$ cat src/rtl/sha256_state_acc_if.sv
// Block-result handshake between a SHA-256 compression core and the state accumulator.
// The producer drives valid/data/last; the accumulator returns ready.
interface sha256_state_acc_if #(
    parameter int NUM_WORDS = 8,
    parameter int WORD_W    = 32
);
    logic                        acc_valid;
    logic                        acc_ready;
    logic                        acc_last;
    logic [NUM_WORDS*WORD_W-1:0] acc_data;

    modport master (
        output acc_valid,
        output acc_data,
        output acc_last,
        input  acc_ready
    );

    modport slave (
        input  acc_valid,
        input  acc_data,
        input  acc_last,
        output acc_ready
    );
endinterface

$ cat src/rtl/sha256_state_acc.sv
// SHA-2 chaining-state accumulator: H += compression output, one word per cycle.
// Latency NUM_WORDS cycles per block; acc_ready only in WAIT, so the producer stalls while a block is added.
module sha256_state_acc #(
    parameter int NUM_WORDS  = 8,
    parameter int WORD_W     = 32,
    parameter int MAX_BLOCKS = 2,
    parameter logic [NUM_WORDS*WORD_W-1:0] IV_A =
        256'h6a09e667_bb67ae85_3c6ef372_a54ff53a_510e527f_9b05688c_1f83d9ab_5be0cd19,
    parameter logic [NUM_WORDS*WORD_W-1:0] IV_B =
        256'hc1059ed8_367cd507_3070dd17_f70e5939_ffc00b31_68581511_64f98fa7_befa4fa4
) (
    input  logic                                clk,
    input  logic                                rst_n,
    input  logic                                start,
    input  logic                                mode,
    sha256_state_acc_if.slave                   acc,
    output logic [NUM_WORDS*WORD_W-1:0]         state_out,
    output logic                                digest_valid,
    output logic [$clog2(MAX_BLOCKS+1)-1:0]     blk_cnt,
    output logic                                busy,
    output logic                                err
);
    localparam int IDX_W = (NUM_WORDS > 1) ? $clog2(NUM_WORDS) : 1;
    localparam int CNT_W = $clog2(MAX_BLOCKS+1);

    // Ascending packed range puts word 0 in the MSBs, matching the bus packing.
    typedef logic [0:NUM_WORDS-1][WORD_W-1:0] words_t;

    typedef enum logic [1:0] {
        IDLE = 2'd0,
        WAIT = 2'd1,
        ADD  = 2'd2,
        DONE = 2'd3
    } state_t;

    state_t           state;
    state_t           state_d;
    words_t           h;
    words_t           blk_buf;
    logic [IDX_W-1:0] idx;
    logic             last_q;
    logic [CNT_W-1:0] cnt_q;
    logic [CNT_W-1:0] cnt_inc;
    logic             err_q;
    logic             xfer;
    logic             stray;
    logic             last_word;
    logic             at_max;

    assign last_word = (idx == IDX_W'(NUM_WORDS-1));
    assign cnt_inc   = cnt_q + 1'b1;
    assign at_max    = (cnt_inc == CNT_W'(MAX_BLOCKS));

    always_ff @(posedge clk or negedge rst_n) begin
        if (!rst_n) begin
            state <= IDLE;
        end else begin
            state <= state_d;
        end
    end

    always_comb begin
        state_d       = state;
        acc.acc_ready = 1'b0;
        busy          = 1'b0;
        digest_valid  = 1'b0;
        xfer          = 1'b0;
        stray         = 1'b0;
        case (state)
            IDLE: begin
                stray = acc.acc_valid;
            end
            WAIT: begin
                acc.acc_ready = 1'b1;
                xfer          = acc.acc_valid;
                if (acc.acc_valid) begin
                    state_d = ADD;
                end
            end
            ADD: begin
                busy = 1'b1;
                if (last_word) begin
                    // Running out of block budget without a final block ends the message in error.
                    state_d = (last_q || at_max) ? DONE : WAIT;
                end
            end
            DONE: begin
                digest_valid = 1'b1;
                stray        = acc.acc_valid;
            end
            default: begin
                state_d = IDLE;
            end
        endcase
        // A new message overrides everything, including a same-cycle transfer.
        if (start) begin
            state_d = WAIT;
            xfer    = 1'b0;
            stray   = 1'b0;
        end
    end

    always_ff @(posedge clk or negedge rst_n) begin
        if (!rst_n) begin
            h       <= IV_A;
            blk_buf <= '0;
            idx     <= '0;
            last_q  <= 1'b0;
            cnt_q   <= '0;
            err_q   <= 1'b0;
        end else if (start) begin
            h      <= mode ? IV_B : IV_A;
            idx    <= '0;
            cnt_q  <= '0;
            err_q  <= 1'b0;
        end else begin
            if (xfer) begin
                blk_buf <= acc.acc_data;
                last_q  <= acc.acc_last;
                idx     <= '0;
            end
            if (state == ADD) begin
                h[idx] <= h[idx] + blk_buf[idx];
                idx    <= last_word ? '0 : idx + 1'b1;
                if (last_word) begin
                    if (cnt_q != CNT_W'(MAX_BLOCKS)) begin
                        cnt_q <= cnt_inc;
                    end
                    if (!last_q && at_max) begin
                        err_q <= 1'b1;
                    end
                end
            end
            if (stray) begin
                err_q <= 1'b1;
            end
        end
    end

    assign state_out = h;
    assign blk_cnt   = cnt_q;
    assign err       = err_q;
endmodule

$ cat src/flat_wrapper.sv
// flat-port wrapper written by rule: the top's interface ports become plain ports
module sha256_state_acc_flat 
#(
    parameter int NUM_WORDS  = 8,
    parameter int WORD_W     = 32,
    parameter int MAX_BLOCKS = 2,
    parameter logic [NUM_WORDS*WORD_W-1:0] IV_A =
        256'h6a09e667_bb67ae85_3c6ef372_a54ff53a_510e527f_9b05688c_1f83d9ab_5be0cd19,
    parameter logic [NUM_WORDS*WORD_W-1:0] IV_B =
        256'hc1059ed8_367cd507_3070dd17_f70e5939_ffc00b31_68581511_64f98fa7_befa4fa4
)
  (clk, rst_n, start, mode, state_out, digest_valid, blk_cnt, busy, err, acc_acc_valid, acc_acc_data, acc_acc_last, acc_acc_ready);
  sha256_state_acc_if #(.NUM_WORDS(NUM_WORDS), .WORD_W(WORD_W)) acc_i ();
  input  logic clk;
  input  logic rst_n;
  input  logic start;
  input  logic mode;
  output logic [NUM_WORDS*WORD_W-1:0] state_out;
  output logic digest_valid;
  output logic [$clog2(MAX_BLOCKS+1)-1:0] blk_cnt;
  output logic busy;
  output logic err;
  input wire logic [$bits(acc_i.acc_valid)-1:0] acc_acc_valid;
  input wire logic [$bits(acc_i.acc_data)-1:0] acc_acc_data;
  input wire logic [$bits(acc_i.acc_last)-1:0] acc_acc_last;
  output wire logic [$bits(acc_i.acc_ready)-1:0] acc_acc_ready;
  assign acc_i.acc_valid = acc_acc_valid;
  assign acc_i.acc_data = acc_acc_data;
  assign acc_i.acc_last = acc_acc_last;
  assign acc_acc_ready = acc_i.acc_ready;
  sha256_state_acc #(.NUM_WORDS(NUM_WORDS), .WORD_W(WORD_W), .MAX_BLOCKS(MAX_BLOCKS), .IV_A(IV_A), .IV_B(IV_B)) u_core (.clk(clk), .rst_n(rst_n), .start(start), .mode(mode), .acc(acc_i), .state_out(state_out), .digest_valid(digest_valid), .blk_cnt(blk_cnt), .busy(busy), .err(err));
endmodule
$ cat config.mk
export PLATFORM = sky130hd
export DESIGN_NAME = sha256_state_acc_flat
export DESIGN_NICKNAME = d
export VERILOG_FILES = /design/src/rtl/sha256_state_acc_if.sv /design/src/rtl/sha256_state_acc.sv /design/src/flat_wrapper.sv
export SDC_FILE = /design/constraint.sdc
export NUM_CORES = 1
export LEC_CHECK = 0
export ABC_CLOCK_PERIOD_IN_PS = 4900
export BUFFER_PORTS_ARGS = -buffer_cell sky130_fd_sc_hd__buf_4
export CAP_MARGIN = 30
export CORE_MARGIN = 2
export CORE_UTILIZATION = 35
export DETAILED_ROUTE_END_ITERATION = 6
export HOLD_SLACK_MARGIN = 0.05
export PLACE_DENSITY = 0.52
export SLEW_MARGIN = 5
export SYNTH_ARGS = -nofsm -noshare
export SYNTH_HDL_FRONTEND = slang
export SYNTH_SLANG_ARGS = --single-unit
$ cat constraint.sdc
create_clock -name clk -period 4.9 [get_ports clk]
set_input_delay 0.245 -clock clk [delete_from_list [all_inputs] [get_ports clk]]
set_output_delay 0.245 -clock clk [all_outputs]
set_load 0.01 [all_outputs]
==> results of run 1 <==
==> cell families (layout without fill, tap and decap cells) <==
kind of cell	count (synthesis)	after routing	share of synthesized area
compound gates	677	677	0.193
xor+xnor	32	32	0.0125
flops	521	521	0.545
fa+ha+maj	39	39	0.0205
simple gates	380	380	0.0736
mux	270	270	0.126
buf+inv	181	997	0.0289
other cells	0	7	0
==> path summary, 6_finish.rpt <==
check | start | end | slack (ns)
min in group asynchronous | rst_n | u_core.blk_buf[87]$_DFFE_PN0P_ | 0.31
max in group asynchronous | rst_n | u_core.state_out[193]$_DFFE_PN0P_ | 3.29
hold reg to reg | u_core.state_out[40]$_DFFE_PN1P_ | u_core.state_out[40]$_DFFE_PN1P_ | 0.50
hold / removal | start | u_core.idx[0]$_DFFE_PN0P_ | 0.09
setup reg to reg | u_core.idx[1]$_DFFE_PN0P_ | u_core.state_out[255]$_DFFE_PN0P_ | 0.30
setup / recovery | u_core.idx[1]$_DFFE_PN0P_ | u_core.state_out[255]$_DFFE_PN0P_ | 0.30
==> power groups by stage <==
stage	clock (mW)	combinational [mW]	sequential (mW)
3_3_place_gp	0	5.54	6.17
5_1_grt	4.56	6.28	6.21
2_1_floorplan	0	3.20	5.88
6_report	4.33	5.90	6.12
4_1_cts	4.38	5.81	6.10
3_5_place_dp	0	5.62	6.17
==> layout make-up <==
cell class,instances,area (sq um)
Antenna cell,7,17.5
Clock buffer,89,1770
Clock inverter,13,100
Fill cell,6136,34400
Inverter,14,52.6
Multi-Input combinational cell,1398,10400
Sequential cell,521,13200
Tap cell,931,1160
Timing Repair Buffer,881,7490
==> state kept, by name, summed over array words and instances (netlist names) <==
signal,flops
u_core.last_q,1
u_core.state_out,256
u_core.state,2
u_core.blk_cnt,2
u_core.idx,3
u_core.blk_buf,256
u_core.err,1
==> placed cells by master, fill, tap and decap left out, drive strengths merged, types with 11 or more instances in the layout <==
cell           n
a22oi        254
mux2         258
a21o          15
xnor2         16
ha            38
o211ai        11
clkbuf        89
inv           15
a22o          24
buf          622
a21oi        174
dfstp        136
dlygate4sd3  259
a31oi         13
o21ai         78
nand2        156
and2          13
nand4         68
xor2          16
nand3         17
dfrtp        385
o22a          32
a221o         32
nor2          81
==> per-layer routing <==
layer / global-route usage / vias up / routed length (microns)
met4: 0.115 / 4 / 4200
met3: 0.0660 / 266 / 9500
met2: 0.486 / 1204 / 51100
li1: - / 9463 / -
met1: 0.388 / 11300 / 43800
met5: 0 / - / 22
==> repair_timing <==
| action | in CTS | in global routing |
|---|---|---|
| resized for setup | 0 | 1 |
| hold buffers | 259 | 0 |
| hold endpoints to repair | 355 | 0 |
| setup endpoints to repair | 0 | 3 |
==> critical path, cell delays in order (launching register included) <==
cell	delay, ns
dfrtp_1	0.56
nor3b_2	0.28
buf_4	0.21
buf_4	0.20
a22oi_1	0.20
nand4_1	0.30
ha_1	0.48
nor2b_1	0.22
a311o_1	0.38
a21oi_2	0.15
o21a_1	0.22
a21oi_1	0.29
a221oi_2	0.11
xnor2_1	0.65
o21ai_0	0.17
==> results.md, run 1 <==
* Outcome: finished clean
* Part of the power in the clock network at 0.265
* Leakage at 14.8 nW
* Syn nets at 2,401
* Worst vdd ir at 284 uV
* Final Util at 0.499
* Slew HR at 0.268
* Nets at 3,175
* Pwr Total at 16.4 mW
* Largest net degree at the start of global routing at 132
* Synth warnings at 0
* Count leader, synth: dfrtp_1
* Final GP Congestion at 0.918
* Post-CTS Setup Bufs at 0
* Post-Route WL at 109 mm
* # H-tree levels at 2
* Clock sink total at 521
* Maximum clock path buffer count at 3
* Tcrit/Tclk final at 0.939
* WS Path Type: reg -> reg
* Combinational power share at 0.361
* Period minus WS final at 4.60 ns
* Slew Viols, Final at 0
* Min-Delay Path Class: in -> reg
* DP Area at 29,700 sq um
* WHS at 0.0874 ns
* CTS Buf Count at 58
* Sequential power share at 0.374
* F_max at 0.217 GHz
* Synth top area cells: dfrtp_1 40%, dfstp_2 15%, mux2_2 12%, a22oi_1 7.9%, a21oi_1 3.5%
* Core area at 68,600 sq um
* Worst hold stages at 2
* Net Sw Frac at 0.366
* Inst Count DP at 3,485
* Prevailing post-synth register cell: dfrtp_1
* Data required, critical path at 5.36 ns
* Worst setup margin at 0.298 ns
* Largest fanout on the critical path at 12
* Overall Global Routing Usage at 0.298
* Final Cell Area at 34,200 sq um
* Number of flops mapped to enable cells by yosys at 0
* Slew @ Worst Pin at 1.10 ns
* Syn_area_per_cell at 11.5 sq um
* CTS clk-pin slew, worst paths at 0.06 ns
* Sequential area share after synthesis at 0.545
* Setup violators final at 0
* Die Area at 71,300 sq um
* Via-to-Cell Ratio at 5.76
* # rows at 96
* Post-Syn Area at 24,200 sq um
* Syn Inst Count at 2,100
* Vias at 22,200
* Detail Route Antenna Nets at 0
* Setup_tns at 0 ns
* Initial Util at 0.353
* Area delta synth->final at 41.3%
* Clock skew at 0.0324 ns
* Pre-CTS setup slack at 0.355 ns
* Via count of the first global-routing pass at 22,500
* DR WL/cell at 28.2 microns
* Chip width at 267 microns
* Arr. time, crit path at 5.06 ns
* I/O pins at 524
* PwrDens at 478 nW/um^2
* Worst Setup End Kind: flip-flop
* P_int at 10.4 mW
* Endpoints failing hold at 0
* Crit start category: flip-flop
* TritonRoute pass-1 iters at 5
* Clock root cell: clkbuf_16
* Seq cells post-synth at 521
* Final Instance Count excl. Fillers at 3,854
* Worst R2R Path Depth at 14
* Hpwl dp at 77.9 mm
* RSZ-0062 raised after global routing: false
* Clk Latency, worst-skew pair at 0.63 ns
* Sw power at 5.98 mW
* PortBufs at 523
* Max-cap viol count at 0
* First-pass GRT wire length at 157 mm
* Post-synth top cells: 385 x dfrtp_1, 258 x mux2_2, 254 x a22oi_1
* Yosys top cell area share at 0.398
* DRT iter0 DRCs at 2,340
* Die Y at 267 microns
* GRT Residual Overflow at 0
* Share of layout cells above drive strength 1 at 0.394
* Async SR Flop Fraction at 1.00
* Post-synth cell types at 67
* DRC Markers at 0
* Synth area leader: dfrtp_1
* Antenna violations before repair at 9
* TritonCTS clock tree: done
No activity file was read; power rests on OpenSTA's default activity.
==> run 2, diff against run 1 <==
- PLACE_DENSITY: 0.52 -> 0.57
==> results.md, run 2 (same netlist as run 1, synthesis figures left out) <==
* Outcome: finished clean (unchanged)
* First-pass GRT wire length at 154 mm (was 157 mm)
* Pwr Total at 16.3 mW (was 16.4 mW)
* Final GP Congestion at 0.884 (was 0.918)
* Nets at 3,154 (was 3,175)
* Post-Route WL at 107 mm (was 109 mm)
* Area delta synth->final at 41.0% (was 41.3%)
* Post-CTS Setup Bufs at 0 (unchanged)
* CTS clk-pin slew, worst paths at 0.06 ns (about the same)
* Detail Route Antenna Nets at 0 (unchanged)
* Filler cells at 6,059 (was 6,136)
* PwrDens at 479 nW/um^2 (was 478 nW/um^2)
* GRT Residual Overflow at 0 (unchanged)
* Slew Viols, Final at 0 (unchanged)
* WHS at 0.219 ns (was 0.0874 ns)
* Maximum clock path buffer count at 3 (unchanged)
* Final Instance Count excl. Fillers at 3,832 (was 3,854)
* Inst Count DP at 3,464 (was 3,485)
* Crit start category: flip-flop (unchanged)
* I/O pins at 524 (unchanged)
* Slew HR at 0.294 (was 0.268)
* Die Area at 71,300 sq um (unchanged)
* Setup violators final at 0 (unchanged)
* Worst vdd ir at 291 uV (was 284 uV)
* Multi-input gate area at 10,400 sq um (unchanged)
* Share of layout cells above drive strength 1 at 0.390 (was 0.394)
* # rows at 96 (unchanged)
* # H-tree levels at 2 (unchanged)
* Setup_tns at 0 ns (unchanged)
* Initial Util at 0.353 (unchanged)
* Data required, critical path at 5.45 ns (was 5.36 ns)
* DR WL/cell at 27.9 microns (was 28.2 microns)
* Clk Latency, worst-skew pair at 0.63 ns (about the same)
* Most common cell after layout, fill and taps aside: buf_4 (unchanged)
* Commonest cells after routing, fill and taps aside: 582 x buf_4, 385 x dfrtp_1, 261 x dlygate4sd3_1 (was 604 x buf_4, 385 x dfrtp_1, 259 x dlygate4sd3_1)
* Slew @ Worst Pin at 1.06 ns (was 1.10 ns)
* Chip width at 267 microns (unchanged)
* Largest net degree at the start of global routing at 140 (was 132)
* Via-to-Cell Ratio at 5.80 (was 5.76)
* Via count of the first global-routing pass at 22,300 (was 22,500)
* TritonRoute pass-1 iters at 6 (was 5)
* Period minus WS final at 4.69 ns (was 4.60 ns)
* Clock sink total at 521 (unchanged)
* PortBufs at 523 (unchanged)
* Tcrit/Tclk final at 0.956 (was 0.939)
* Antenna violations before repair at 7 (was 9)
* Register area at 13,200 sq um (unchanged)
* F_max at 0.213 GHz (was 0.217 GHz)
* DRT iter0 DRCs at 2,284 (was 2,340)
* WS Path Type: reg -> reg (unchanged)
* Min-Delay Path Class: in -> reg (unchanged)
* Clock skew at 0.0345 ns (was 0.0324 ns)
* Endpoints failing hold at 0 (unchanged)
* CTS Buf Count at 56 (was 58)
* RSZ-0062 raised after global routing: false (unchanged)
* Hpwl dp at 74.6 mm (was 77.9 mm)
* Overall Global Routing Usage at 0.293 (was 0.298)
* Worst Setup End Kind: flip-flop (unchanged)
* Die Y at 267 microns (unchanged)
* Vias at 22,200 (about the same)
* TritonCTS clock tree: done (unchanged)
* Core area at 68,600 sq um (unchanged)
* Largest fanout on the critical path at 32 (was 12)
* Arr. time, crit path at 5.24 ns (was 5.06 ns)
* Max-cap viol count at 0 (unchanged)
* Clock root cell: clkbuf_16 (unchanged)
* DRC Markers at 0 (unchanged)
* Leakage at 14.7 nW (was 14.8 nW)
[run 2: cell types whose count changed in the layout (fill, tap and decap cells not counted), moves of 4 or more]
| cell | delta |
|---|---|
| clkbuf_8 | -4 |
| clkinvlp_4 | +5 |
| clkbuf_1 | -5 |
| buf_4 | -22 |
| buf_12 | +4 |
| bufinv_16 | +5 |
[run 2: what timing repair did]
action,in CTS,in global routing
endpoints found under the hold margin,378,0
hold buffers,261,0
resized for setup,0,0
[run 2: final cells by class]
cell class,instances,area share
antenna,5,0.000366
clock buffer,78,0.0482
clock inverter,23,0.00883
inverter,14,0.00154
multi-input combinational,1398,0.305
sequential,521,0.387
tap,931,0.0341
timing repair buffer,862,0.215
[run 2: final timing paths]
check,start,endpoint,slack (ns),depth (start not counted)
setup reg to reg,u_core.idx[1]$_DFFE_PN0P_,u_core.state_out[208]$_DFFE_PN1P_,0.21,16
setup / recovery,u_core.idx[1]$_DFFE_PN0P_,u_core.state_out[208]$_DFFE_PN1P_,0.21,16
hold / removal,mode,u_core.state_out[226]$_DFFE_PN1P_,0.22,3
max in group asynchronous,rst_n,u_core.state_out[5]$_DFFE_PN0P_,3.23,3
min in group asynchronous,rst_n,u_core.blk_buf[70]$_DFFE_PN0P_,0.31,2
hold reg to reg,u_core.state_out[47]$_DFFE_PN1P_,u_core.state_out[47]$_DFFE_PN1P_,0.50,2
[run 2: stage by stage]
step | instance area (sq um) | util | setup WS (ns)
after global routing | 34100 | 0.498 | 0.0320
final | 34100 | 0.498 | 0.213
after detailed placement | 29600 | 0.431 | 0.287
after global placement | 29500 | 0.430 | 0.356
after CTS | 34100 | 0.497 | 0.264
after floorplan | 24200 | - | 0.498
[run 2: power breakdown]
group / switching (mW) / internal [mW]
clock network: 1.84 / 2.66
registers: 0.719 / 5.36
logic: 3.34 / 2.43
[run 2: per-layer routing]
metal / up-vias / track usage / share of wire / wire [microns]
met5: - / 0 / 0.00038 / 41
met4: 6 / 0.119 / 0.042 / 4530
met3: 261 / 0.0622 / 0.093 / 9910
met2: 1315 / 0.467 / 0.46 / 49600
met1: 11200 / 0.389 / 0.40 / 42900
li1: 9428 / - / - / -
[run 2: worst max-delay path, cell delays in order (launching register included)]
cell      delay, ns
dfrtp_1        0.67
nor3b_2        0.37
buf_12         0.28
a22oi_1        0.13
nand4_1        0.17
ha_1           0.19
inv_1          0.06
fa_1           0.48
nand2b_1       0.20
a21o_1         0.23
a21o_1         0.20
nand2b_1       0.15
a21boi_1       0.12
o31a_1         0.35
xnor2_1        0.64
nand3_1        0.18
a21oi_1        0.17
==> run 3, diff against run 2 <==
- CAP_MARGIN: 30 -> 20
- PLACE_DENSITY: 0.57 -> default
- SLEW_MARGIN: 5 -> 40
==> results.md, run 3 (same netlist as run 1, synthesis figures left out) <==
* Outcome: finished clean (unchanged)
* I/O pins at 524 (unchanged)
* Nets at 3,160 (was 3,154)
* Clock root cell: clkbuf_16 (unchanged)
* Sequential power share at 0.373 (was 0.372)
* Endpoints failing hold at 0 (unchanged)
* First-pass GRT wire length at 154 mm (about the same)
* Antenna violations before repair at 9 (was 7)
* Data required, critical path at 5.41 ns (was 5.45 ns)
* Commonest cells after routing, fill and taps aside: 585 x buf_4, 385 x dfrtp_1, 259 x dlygate4sd3_1 (was 582 x buf_4, 385 x dfrtp_1, 261 x dlygate4sd3_1)
* Largest fanout on the critical path at 29 (was 32)
* Clock skew at 0.0318 ns (was 0.0345 ns)
* Setup violators final at 0 (unchanged)
* Core area at 68,600 sq um (unchanged)
* Largest net degree at the start of global routing at 130 (was 140)
* Max-cap viol count at 0 (unchanged)
* Final GP Congestion at 0.910 (was 0.884)
* Clk Latency, worst-skew pair at 0.63 ns (about the same)
* Area delta synth->final at 41.5% (was 41.0%)
* # H-tree levels at 2 (unchanged)
* Vias at 22,400 (was 22,200)
* DP Area at 29,600 sq um (about the same)
* Via count of the first global-routing pass at 22,900 (was 22,300)
* Detail Route Antenna Nets at 0 (unchanged)
* # rows at 96 (unchanged)
* Clock sink total at 521 (unchanged)
* Min-Delay Path Class: in -> async (was in -> reg)
* F_max at 0.214 GHz (was 0.213 GHz)
* Slew @ Worst Pin at 0.906 ns (was 1.06 ns)
* Via-to-Cell Ratio at 5.82 (was 5.80)
* Maximum clock path buffer count at 3 (unchanged)
* Inst Count DP at 3,470 (was 3,464)
* WS Path Type: reg -> reg (unchanged)
* Tcrit/Tclk final at 0.951 (was 0.956)
* DRT iter0 DRCs at 2,631 (was 2,284)
* Final Instance Count excl. Fillers at 3,842 (was 3,832)
* Sw power at 5.93 mW (was 5.90 mW)
* Slew HR at 0.396 (was 0.294)
* Slew Viols, Final at 0 (unchanged)
* Combinational power share at 0.353 (about the same)
* TritonCTS clock tree: done (unchanged)
* DR WL/cell at 27.6 microns (was 27.9 microns)
* Worst vdd ir at 287 uV (was 291 uV)
* Chip width at 267 microns (unchanged)
* CTS Buf Count at 57 (was 56)
* Post-CTS Setup Bufs at 0 (unchanged)
* GRT Residual Overflow at 0 (unchanged)
* Period minus WS final at 4.66 ns (was 4.69 ns)
* PortBufs at 523 (unchanged)
* Pwr Total at 16.4 mW (was 16.3 mW)
* Arr. time, crit path at 5.17 ns (was 5.24 ns)
* Crit start category: flip-flop (unchanged)
* Worst Setup End Kind: flip-flop (unchanged)
* Setup_tns at 0 ns (unchanged)
* TritonRoute pass-1 iters at 5 (was 6)
* Leakage at 14.8 nW (was 14.7 nW)
* Post-Route WL at 106 mm (was 107 mm)
* Hpwl dp at 75.0 mm (was 74.6 mm)
* Final Cell Area at 34,300 sq um (was 34,100 sq um)
* CTS clk-pin slew, worst paths at 0.06 ns (about the same)
* Net Sw Frac at 0.362 (was 0.361)
* Initial Util at 0.353 (unchanged)
* Overall Global Routing Usage at 0.291 (was 0.293)
* PwrDens at 478 nW/um^2 (was 479 nW/um^2)
* P_int at 10.4 mW (about the same)
* Most common cell after layout, fill and taps aside: buf_4 (unchanged)
* Part of the power in the clock network at 0.274 (was 0.275)
* Die Y at 267 microns (unchanged)
* Die Area at 71,300 sq um (unchanged)
* Share of layout cells above drive strength 1 at 0.396 (was 0.390)
* Worst R2R Path Depth at 16 (unchanged)
* DRC Markers at 0 (unchanged)
* RSZ-0062 raised after global routing: false (unchanged)
==> run 3: final timing paths <==
| kind | from | end | slack [ns] |
|---|---|---|---|
| worst max-delay path | u_core.idx[2]$_DFFE_PN0P_ | u_core.state_out[248]$_DFFE_PN0P_ | 0.24 |
| worst min-delay path | rst_n | u_core.blk_buf[83]$_DFFE_PN0P_ | 0.08 |
| worst max register to register | u_core.idx[2]$_DFFE_PN0P_ | u_core.state_out[248]$_DFFE_PN0P_ | 0.24 |
| worst min register to register | u_core.blk_buf[169]$_DFFE_PN0P_ | u_core.blk_buf[169]$_DFFE_PN0P_ | 0.51 |
| max in group asynchronous | rst_n | u_core.state_out[68]$_DFFE_PN0P_ | 3.42 |
| min in group clk | start | u_core.idx[1]$_DFFE_PN0P_ | 0.09 |
==> run 3: power by group through the flow <==
stage | logic, mW | clock network (mW) | registers (mW)
2_1_floorplan | 3.20 | 0 | 5.88
3_3_place_gp | 5.35 | 0 | 6.12
3_5_place_dp | 5.47 | 0 | 6.14
4_1_cts | 5.66 | 4.53 | 6.07
5_1_grt | 6.18 | 4.72 | 6.19
6_report | 5.78 | 4.48 | 6.11
==> run 3: worst max-delay path, stage by stage (launching register included) <==
cell and delay (ns):
dfrtp_1 0.68, nor3b_2 0.43, buf_12 0.28, a22oi_1 0.13, nand4_1 0.13, ha_1 0.20
inv_1 0.07, fa_1 0.49, nand2b_1 0.19, a21o_1 0.23, a21o_1 0.20, nand2b_1 0.14
a21boi_1 0.11, o31a_1 0.36, o31ai_4 0.37, xor2_2 0.18, a221o_1 0.35
==> run 3: layout make-up <==
class,instances,area (sq um)
inverters,14,52.6
clock inverters,22,241
diodes,5,12.5
well taps,931,1160
fillers,6004,34300
flip-flops and latches,521,13200
multi-input cells,1398,10500
repair buffers,867,7410
clock buffers,84,1710
==> run 3: stage by stage <==
| step | util | setup slack (ns) | hold WS (ns) |
|---|---|---|---|
| 2_1_floorplan | - | 0.498 | -0.0506 |
| 3_3_place_gp | 0.431 | 0.508 | 0.363 |
| 3_5_place_dp | 0.432 | 0.329 | 0.377 |
| 4_1_cts | 0.498 | 0.290 | 0.0627 |
| 5_1_grt | 0.500 | 0.0198 | 0.0854 |
| 6_report | 0.500 | 0.238 | 0.0761 |
==> run 3: timing repair <==
| action | in CTS | in global routing |
|---|---|---|
| endpoints found under the setup margin | 0 | 4 |
| hold buffers | 259 | 0 |
| hold endpoints to repair | 360 | 0 |
| resized for setup | 0 | 2 |
==> run 3: per-layer routing <==
layer	vias to the layer above	wire length (microns)	track usage	part of all wire
li1	9429	-	-	-
met1	11300	40800	0.368	0.38
met2	1374	50600	0.481	0.48
met3	271	10300	0.0703	0.098
met4	8	4300	0.113	0.040
met5	-	55	0	0.00052
